==> src/rtl/ssd_display_arbiter_if.sv <==
// Byte-source handshakes and display-controller outputs for the seven-segment arbiter.
interface ssd_display_arbiter_if;
  logic        rx_valid;
  logic [7:0]  rx_data;
  logic        rx_ack;
  logic        tx_valid;
  logic [7:0]  tx_data;
  logic        tx_ack;
  logic [15:0] disp_data;
  logic [3:0]  disp_digits;
  logic [3:0]  disp_points;
  logic        busy;

  modport slave (
    input  rx_valid, rx_data, tx_valid, tx_data,
    output rx_ack, tx_ack, disp_data, disp_digits, disp_points, busy
  );

  modport master (
    output rx_valid, rx_data, tx_valid, tx_data,
    input  rx_ack, tx_ack, disp_data, disp_digits, disp_points, busy
  );
endinterface

==> src/rtl/ssd_display_arbiter.sv <==
// Round-robin arbiter sharing the 4-digit display between UART rx and tx bytes;
// each granted byte is shown as {tag, 0, byte} for HOLD_CYCLES clocks.
module ssd_display_arbiter #(
  parameter int unsigned HOLD_CYCLES = 50_000_000,
  parameter logic [3:0]  RX_TAG      = 4'hA,
  parameter logic [3:0]  TX_TAG      = 4'hB
) (
  input  logic                  clk,
  input  logic                  reset,
  ssd_display_arbiter_if.slave  bus
);
  localparam int CNT_W = (HOLD_CYCLES > 1) ? $clog2(HOLD_CYCLES) : 1;
  localparam logic [CNT_W-1:0] CNT_LOAD = CNT_W'(HOLD_CYCLES - 1);

  typedef enum logic { IDLE, SHOW } state_t;
  typedef enum logic { SRC_RX, SRC_TX } src_t;

  state_t           state, state_nxt;
  src_t             last_grant, last_grant_nxt;
  logic [CNT_W-1:0] cnt, cnt_nxt;
  logic             rx_ack_q, rx_ack_nxt;
  logic             tx_ack_q, tx_ack_nxt;
  logic [15:0]      data_q, data_nxt;
  logic [3:0]       digits_q, digits_nxt;
  logic [3:0]       points_q, points_nxt;
  logic             busy_q, busy_nxt;
  logic             win_tx;

  // Hold counter never wraps below zero.
  function automatic logic [CNT_W-1:0] sat_dec(input logic [CNT_W-1:0] v);
    return (v == '0) ? v : v - CNT_W'(1);
  endfunction

  // tx wins when it is the only requester, or on a tie when rx was served last.
  assign win_tx = bus.tx_valid && (!bus.rx_valid || last_grant == SRC_RX);

  always_comb begin
    state_nxt      = state;
    last_grant_nxt = last_grant;
    cnt_nxt        = cnt;
    rx_ack_nxt     = 1'b0;
    tx_ack_nxt     = 1'b0;
    data_nxt       = data_q;
    digits_nxt     = digits_q;
    points_nxt     = points_q;
    busy_nxt       = busy_q;
    unique case (state)
      IDLE: begin
        if (bus.rx_valid || bus.tx_valid) begin
          state_nxt  = SHOW;
          cnt_nxt    = CNT_LOAD;
          busy_nxt   = 1'b1;
          digits_nxt = 4'b1011;
          points_nxt = 4'b1000;
          if (win_tx) begin
            tx_ack_nxt     = 1'b1;
            last_grant_nxt = SRC_TX;
            data_nxt       = {TX_TAG, 4'h0, bus.tx_data};
          end else begin
            rx_ack_nxt     = 1'b1;
            last_grant_nxt = SRC_RX;
            data_nxt       = {RX_TAG, 4'h0, bus.rx_data};
          end
        end
      end
      SHOW: begin
        // Byte stays on the digits after the hold; only the point marks it as live.
        if (cnt == '0) begin
          state_nxt  = IDLE;
          busy_nxt   = 1'b0;
          points_nxt = 4'b0000;
        end else begin
          cnt_nxt = sat_dec(cnt);
        end
      end
    endcase
  end

  always_ff @(posedge clk) begin
    if (reset) begin
      state      <= IDLE;
      last_grant <= SRC_TX;
      cnt        <= '0;
      rx_ack_q   <= 1'b0;
      tx_ack_q   <= 1'b0;
      data_q     <= 16'h0000;
      digits_q   <= 4'b0000;
      points_q   <= 4'b0000;
      busy_q     <= 1'b0;
    end else begin
      state      <= state_nxt;
      last_grant <= last_grant_nxt;
      cnt        <= cnt_nxt;
      rx_ack_q   <= rx_ack_nxt;
      tx_ack_q   <= tx_ack_nxt;
      data_q     <= data_nxt;
      digits_q   <= digits_nxt;
      points_q   <= points_nxt;
      busy_q     <= busy_nxt;
    end
  end

  assign bus.rx_ack      = rx_ack_q;
  assign bus.tx_ack      = tx_ack_q;
  assign bus.disp_data   = data_q;
  assign bus.disp_digits = digits_q;
  assign bus.disp_points = points_q;
  assign bus.busy        = busy_q;
endmodule
==> src/flat_wrapper.sv <==
// flat-port wrapper written by rule: the top's interface ports become plain ports
module ssd_display_arbiter_flat 
#(
  parameter int unsigned HOLD_CYCLES = 50_000_000,
  parameter logic [3:0]  RX_TAG      = 4'hA,
  parameter logic [3:0]  TX_TAG      = 4'hB
)
  (clk, reset, bus_rx_valid, bus_rx_data, bus_tx_valid, bus_tx_data, bus_rx_ack, bus_tx_ack, bus_disp_data, bus_disp_digits, bus_disp_points, bus_busy);
  ssd_display_arbiter_if bus_i ();
  input  logic clk;
  input  logic reset;
  input wire logic [$bits(bus_i.rx_valid)-1:0] bus_rx_valid;
  input wire logic [$bits(bus_i.rx_data)-1:0] bus_rx_data;
  input wire logic [$bits(bus_i.tx_valid)-1:0] bus_tx_valid;
  input wire logic [$bits(bus_i.tx_data)-1:0] bus_tx_data;
  output wire logic [$bits(bus_i.rx_ack)-1:0] bus_rx_ack;
  output wire logic [$bits(bus_i.tx_ack)-1:0] bus_tx_ack;
  output wire logic [$bits(bus_i.disp_data)-1:0] bus_disp_data;
  output wire logic [$bits(bus_i.disp_digits)-1:0] bus_disp_digits;
  output wire logic [$bits(bus_i.disp_points)-1:0] bus_disp_points;
  output wire logic [$bits(bus_i.busy)-1:0] bus_busy;
  assign bus_i.rx_valid = bus_rx_valid;
  assign bus_i.rx_data = bus_rx_data;
  assign bus_i.tx_valid = bus_tx_valid;
  assign bus_i.tx_data = bus_tx_data;
  assign bus_rx_ack = bus_i.rx_ack;
  assign bus_tx_ack = bus_i.tx_ack;
  assign bus_disp_data = bus_i.disp_data;
  assign bus_disp_digits = bus_i.disp_digits;
  assign bus_disp_points = bus_i.disp_points;
  assign bus_busy = bus_i.busy;
  ssd_display_arbiter #(.HOLD_CYCLES(HOLD_CYCLES), .RX_TAG(RX_TAG), .TX_TAG(TX_TAG)) u_core (.clk(clk), .reset(reset), .bus(bus_i));
endmodule
==> config.mk <==
export PLATFORM = sky130hd
export DESIGN_NAME = ssd_display_arbiter_flat
export DESIGN_NICKNAME = d
export VERILOG_FILES = /design/src/rtl/ssd_display_arbiter_if.sv /design/src/rtl/ssd_display_arbiter.sv /design/src/flat_wrapper.sv
export SDC_FILE = /design/constraint.sdc
export NUM_CORES = 1
export LEC_CHECK = 0
export CAP_MARGIN = 10
export CORE_MARGIN = 5
export CORE_UTILIZATION = 38
export DETAILED_ROUTE_END_ITERATION = 8
export GPL_ROUTABILITY_DRIVEN = 0
export PLACE_DENSITY = 0.72
export SETUP_SLACK_MARGIN = 0.02
export SLEW_MARGIN = 10
export SYNTH_ARGS = -nofsm -noshare
export SYNTH_HDL_FRONTEND = slang
export SYNTH_SLANG_ARGS = --single-unit
==> constraint.sdc <==
create_clock -name clk -period 2.7 [get_ports clk]
set_clock_uncertainty 0.15 [all_clocks]
set_input_delay 0.675 -clock clk [delete_from_list [all_inputs] [get_ports clk]]
set_output_delay 0.675 -clock clk [all_outputs]
set_load 0.05 [all_outputs]
==> summary.md, run 1 <==
| Metric | Value |
|---|---|
| Pre-antenna DRT Iters | 5 |
| DIE AREA | 6800 sq um |
| Final Slew Violations | 0 |
| Post-synth top area share | 0.412 |
| H-Tree Level Count | 2 |
| Critical path class | flop to flop |
| FF+latch count, synth | 41 |
| CORE AREA | 5110 sq um |
| Top FF cell, synth | dfxtp_1 |
| CTS Buf Count | 5 |
| Chip height | 82.4 um |
| Combinational share of power | 0.261 |
| CP Max Fanout | 6 |
| Netlist cell types | 38 |
| Fin crit share | 0.962 |
| Data required time of the worst path | between 2 and 3 ns |
| Clock buffer depth | 2 |
| Largest area contributor in the netlist | dfxtp_1 |
| Number of core rows | 26 |
| Net Switching | between 400 and 500 uW |
| Mapped Avg Cell Area | between 8 and 9 sq um |
| Gr ovfl total | 0 |
| Antenna violations before repair | 0 |
| Hold Vio Cnt, Final | 0 |
| Largest net degree at the start of global routing | 25 |
| Area Overhead vs Synth | 29.3% |
| Worst Setup Start Kind | flop |
| Via density | 5.31 |
| Post-synthesis sequential area ratio | 0.412 |
| Fmax | approximately 0.38 GHz |
| Synth area leaders | dfxtp_1 (41%), buf_4 (5.3%), a21oi_1 (4.3%) |
| Peak supply drop | 254 uV |
| Clk network pwr share | 0.270 |
| Final setup fails | 0 |
| Post-layout min period | approximately 2.6 ns |
| Tot GR Track Use | 0.140 |
| Run status | complete, no violations |
| Int Pwr | 986 uW |
| Worst-Margin Slew | slightly above 0.6 ns |
| Sw Share | 0.334 |
| RSZ-0062 raised after global routing | yes |
| Global-route wire length before repair | 7.47 mm |
| Part of the power in registers | 0.469 |
| Clock transition at path regs | 0.08 ns |
| Ports | 47 |
| Crit end category | flop |
| Max Cap Viol | 0 |
| Layout cells sized above 1 | 0.148 |
| Setup TNS | 0 ns |
| Final Net Count | 297 |
| DRC | 0 |
| Sink Count | 41 |
| Pwr dens | 574 nW/um^2 |
| Antenna-violating nets left | 0 |
| Ys async rst share | 0 |
| Pleak | between 0.0009 and 0.001 uW |
| Die width | 82.4 um |
| Syn Inst Count | 230 |
| Initial Utilization | 0.390 |
| # diodes | 0 |
| Worst skew pair latency | 0.29 ns |
| Root Buffer | clkbuf_8 |
| HPWL Detailed | 3.48 mm |
| CTS tree | yes |
| Final Util | 0.505 |
| Number of global-route vias before repair | 1,661 |
| Hold crit path type | flop to flop |
| EDFF count, synth | 0 |
| Total power | 1480 uW |
| CP Data Arrival Time | 2.68 ns |
| Fill count | 507 |
| Slew margin rel. | 0.595 |
| WL final | around 4.7 mm |
| DR WL/cell | 13.6 um |
| Synth warnings | 0 |
| Cell Area, Synth | around 2000 sq um |
| Via count | roughly 1,800 |
| DR iter-0 viols | 145 |
| Port Buf Inserts | 37 |
-- metrics by stage --
| stage | cell area [sq um] | setup WS (ns) | std cells | hold slack (ns) |
|---|---|---|---|---|
| after floorplan | 2020 | 0.100 | 238 | 0.303 |
| after global placement | 2450 | 0.0644 | 336 | 0.295 |
| after detailed placement | 2450 | 0.0130 | 336 | 0.327 |
| after CTS | 2540 | 0.0599 | 344 | 0.338 |
| after global routing | 2580 | 0.0133 | 347 | 0.363 |
| final | 2580 | 0.101 | 347 | 0.328 |
-- critical path, cell delays in order (launching register included) --
cell and delay, ns:
dfxtp_1 0.32, buf_4 0.13, or4_4 0.53, or3_4 0.37
or3_4 0.36, or4_1 0.51, a31oi_1 0.16
-- Yosys cell counts, types with 3 or more instances --
cell,instances
a21oi_1,17
clkbuf_1,10
nand2b_1,4
nand2_1,10
buf_4,14
o21ai_0,5
a31oi_1,8
inv_1,14
a31o_2,3
o211ai_1,7
or3_1,7
nor3_1,7
dfxtp_1,41
a222oi_1,8
xor2_1,7
nor2_1,15
nand4_1,3
nand3_1,5
o31ai_1,3
or4_1,9
nor4_1,7
-- final timing paths --
path / start / endpoint / slack [ns] / depth (start not counted)
max reg2reg: u_core.cnt[0] / u_core.cnt[25] / 0.10 / 6
min: u_core.bus.disp_data[12] / u_core.bus.disp_data[12] / 0.33 / 2
max: u_core.cnt[0] / u_core.cnt[25] / 0.10 / 6
min reg2reg: u_core.bus.disp_data[12] / u_core.bus.disp_data[12] / 0.33 / 2
-- logic make-up (layout without fill, tap and decap cells) --
family	count (synthesis)	count (layout)	share of synthesized area
AOI/OAI and AO/OA	59	59	0.203
xor gates and xnor gates	9	9	0.0395
adders and majority gates	1	1	0.00627
buffers and inverters	39	78	0.100
DFF	41	41	0.412
muxes	2	2	0.0113
other	1	9	0.00188
and+or+nand+nor	78	78	0.226
-- power by group through the flow --
stage,combinational (uW),clock (uW),sequential (uW)
final,386,400,695
after global routing,416,432,702
after CTS,380,409,694
after detailed placement,377,0,707
after global placement,372,0,705
after floorplan,220,0,745
-- cell usage in the layout, fill, tap and decap left out, types with 5 or more instances in the layout --
| master | n |
|---|---|
| a21oi_1 | 17 |
| xor2_1 | 7 |
| clkbuf_8 | 5 |
| a222oi_1 | 8 |
| o21ai_0 | 5 |
| or3_1 | 7 |
| inv_1 | 14 |
| nand3_1 | 5 |
| nor4_1 | 7 |
| nand2_1 | 10 |
| or4_1 | 7 |
| buf_4 | 18 |
| a31oi_1 | 8 |
| conb_1 | 9 |
| nor3_1 | 7 |
| o211ai_1 | 7 |
| nor2_1 | 15 |
| dfxtp_1 | 41 |
| clkdlybuf4s50_1 | 37 |
-- state kept, by name (all words and copies together) (netlist names) --
| signal | count |
|---|---|
| u_core.last_grant | 1 |
| u_core.bus.disp_data | 10 |
| u_core.cnt | 26 |
| u_core.bus.rx_ack | 1 |
| u_core.state | 1 |
| u_core.bus.disp_points | 1 |
| u_core.bus.tx_ack | 1 |
-- layout make-up --
| type | count | area (sq um) | area share |
|---|---|---|---|
| Timing Repair Buffer | 56 | 517 | 0.200 |
| Tap cell | 70 | 87.6 | 0.0340 |
| Clock inverter | 3 | 17.5 | 0.00679 |
| Multi-Input combinational cell | 158 | 1010 | 0.393 |
| Sequential cell | 41 | 821 | 0.318 |
| Clock buffer | 5 | 68.8 | 0.0267 |
| Inverter | 14 | 52.6 | 0.0204 |
-- per-layer routing --
| metal | share of wire | track usage |
|---|---|---|
| met1 | 0.44 | 0.167 |
| met2 | 0.49 | 0.242 |
| met3 | 0.060 | 0.0401 |
| met4 | 0.013 | 0.0399 |
| met5 | 0 | 0 |
-- timing repair --
item	CTS	global route
gates resized for setup	1	3
buffers inserted	0	3
hold buffers	0	0
pin swaps	0	6
setup endpoints to repair	7	4
cloned	0	0
No activity file was read; power rests on OpenSTA's default activity.
==> inputs of run 2 (changes only) <==
--- a/config.mk
+++ b/config.mk
@@ -10,6 +10,7 @@
 export CORE_UTILIZATION = 38
 export DETAILED_ROUTE_END_ITERATION = 8
 export GPL_ROUTABILITY_DRIVEN = 0
+export MAX_ROUTING_LAYER = met4
 export PLACE_DENSITY = 0.72
 export SETUP_SLACK_MARGIN = 0.02
 export SLEW_MARGIN = 10
==> summary.md, run 2 (synthesis results as in run 1) <==
| Metric | Value |
|---|---|
| Slew margin rel. | 0.600 (+0.00457) |
| Via density | 5.33 (+0.27%) |
| Setup TNS | 0 ns (unchanged) |
| Reg2Reg Depth | 6 (unchanged) |
| Critical path, cell by cell | buf_4 -> or4_4 -> or3_4 -> or3_4 -> or4_1 -> a31oi_1 |
| Final WS setup | 0.101 ns (-0.000539 ns) |
| WL final | 4.72 mm (about the same) |
| Port Buf Inserts | 37 (unchanged) |
| Clock buffer depth | 2 (unchanged) |
| Final std cells w/o fill | 347 (unchanged) |
| Critical Path Max Stage Delay | 0.53 ns (about the same) |
| Sink Count | 41 (unchanged) |
| Placed cells | 336 (unchanged) |
| Hold Crit Depth | 2 (unchanged) |
| Pre-antenna DRT Iters | 4 (-1) |
| Initial Utilization | 0.390 (unchanged) |
| Clock transition at path regs | 0.08 ns (about the same) |
| H-Tree Level Count | 2 (unchanged) |
| Antenna-violating nets left | 0 (unchanged) |
| Gr ovfl total | 0 (unchanged) |
| Delay-heaviest family, CP | simple AND/OR/NAND/NOR gates |
| Chip height | 82.4 um (unchanged) |
| Max Cap Viol | 0 (unchanged) |
| CP Buf/Inv Count | 1 (unchanged) |
| CTS Buf Count | 5 (unchanged) |
| Final Util | 0.505 (unchanged) |
| Crit-path slowest cell | or4_4 |
| Final Slew Violations | 0 (unchanged) |
| Fin crit share | 0.963 (about the same) |
| Number of flip-flops in the largest register | 26 (unchanged) |
| CTS tree | yes |
| Number of global-route vias before repair | 1,672 (+0.66%) |
| Layout cells sized above 1 | 0.148 (unchanged) |
| DIE AREA | 6800 sq um (unchanged) |
| Commonest non-fill, non-tap cells in the layout | dfxtp_1 (41), clkdlybuf4s50_1 (37), buf_4 (18), a21oi_1 (17), nor2_1 (15) |
| Hold_buf cts | 0 (unchanged) |
| Final setup fails | 0 (unchanged) |
| Fmax | 0.385 GHz (about the same) |
| Hold Vio Cnt, Final | 0 (unchanged) |
| Data required time of the worst path | 2.78 ns (about the same) |
| Worst-Margin Slew | 0.597 ns (-0.00682 ns) |
| Final Net Count | 297 (unchanged) |
| Fill count | 507 (unchanged) |
| CORE AREA | 5110 sq um (unchanged) |
| DR WL/cell | 13.6 um (about the same) |
| Placement Setup Slack | 0.0130 ns (unchanged) |
| Peak supply drop | 254 uV (-0.31%) |
| CP Data Arrival Time | 2.68 ns (about the same) |
| Pleak | 0.000994 uW (unchanged) |
| Tot GR Track Use | 0.144 (+0.00392) |
| DRC | 0 (unchanged) |
| HPWL Detailed | 3.48 mm (unchanged) |
| WP depth | 6 (unchanged) |
| Worst skew pair latency | 0.29 ns (about the same) |
| Run status | complete, no violations |
| Top reg by flops | u_core.cnt |
| Root Buffer | clkbuf_8 |
| Pwr dens | 574 nW/um^2 (about the same) |
| Crit-path most repeated cell | or3_4 |
| Number of core rows | 26 (unchanged) |
| Critical path class | flop to flop |
| Area Overhead vs Synth | 29.3% (unchanged) |
| Global-route wire length before repair | 7.45 mm (-0.17%) |
| Die width | 82.4 um (unchanged) |
| Placed instance area | 2450 sq um (unchanged) |
| Largest net degree at the start of global routing | 25 (unchanged) |
| CP Max Fanout | 6 (unchanged) |
| Ports | 47 (unchanged) |
| Antenna violations before repair | 0 (unchanged) |
| DR iter-0 viols | 148 (+2.1%) |
| # diodes | 0 (unchanged) |
| Most common cell after layout, fill and taps aside | dfxtp_1 |
| RSZ-0062 raised after global routing | yes |
| Crit end category | flop |
| Hold crit path type | flop to flop |
| Via count | 1,849 (+0.27%) |
| Finished Cell Area | 2580 sq um (unchanged) |
| Post-layout min period | 2.60 ns (+0.000539 ns) |
| Worst Setup Start Kind | flop |
==> run 2: per-layer routing <==
| metal | vias up | track usage | part of all wire |
|---|---|---|---|
| met1 | 873 | 0.171 | 0.45 |
| met4 | 0 | 0.0399 | 0.013 |
| met3 | 7 | 0.0315 | 0.044 |
| met5 | - | - | 0 |
| li1 | 926 | - | - |
| met2 | 43 | 0.243 | 0.49 |
==> run 2: metrics by stage <==
stage	hold slack, ns	power, uW
after floorplan	0.303	966
after global placement	0.295	1080
after detailed placement	0.327	1080
after CTS	0.338	1480
after global routing	0.363	1550
final	0.325	1480
==> run 2: final cells by class <==
class,instances,area (sq um),area share
multi-input combinational,158,1010,0.393
sequential,41,821,0.318
timing repair buffer,56,517,0.200
tap,70,87.6,0.0340
clock buffer,5,68.8,0.0267
inverter,14,52.6,0.0204
clock inverter,3,17.5,0.00679
==> run 2: worst paths after layout <==
check                                               from                  endpoint  slack (ns)
worst max-delay path                       u_core.cnt[0]            u_core.cnt[25]        0.10
worst min-delay path            u_core.bus.disp_data[12]  u_core.bus.disp_data[12]        0.33
worst max register to register             u_core.cnt[0]            u_core.cnt[25]        0.10
worst min register to register  u_core.bus.disp_data[12]  u_core.bus.disp_data[12]        0.33
==> run 2: power by group <==
part	internal, uW	leakage, uW	switching (uW)
clock	178	0.0000439	220
combinational	157	0.000611	230
sequential	651	0.000339	44.3
total	986	0.000994	494
==> run 2: tightest hold or removal path: cells and delay by family (launching register included) <==
family / cells / cell delay [ns]
AO/OA/AOI/OAI: 1 / 0.06
AND/OR/NAND/NOR: 1 / 0.05
flip-flops: 1 / 0.32
==> run 2: what timing repair did <==
| action | 4_1_cts | 5_1_grt |
|---|---|---|
| pin swaps | 0 | 6 |
| setup buffers | 0 | 3 |
| resized for setup | 1 | 3 |
| endpoints found under the setup margin | 7 | 4 |
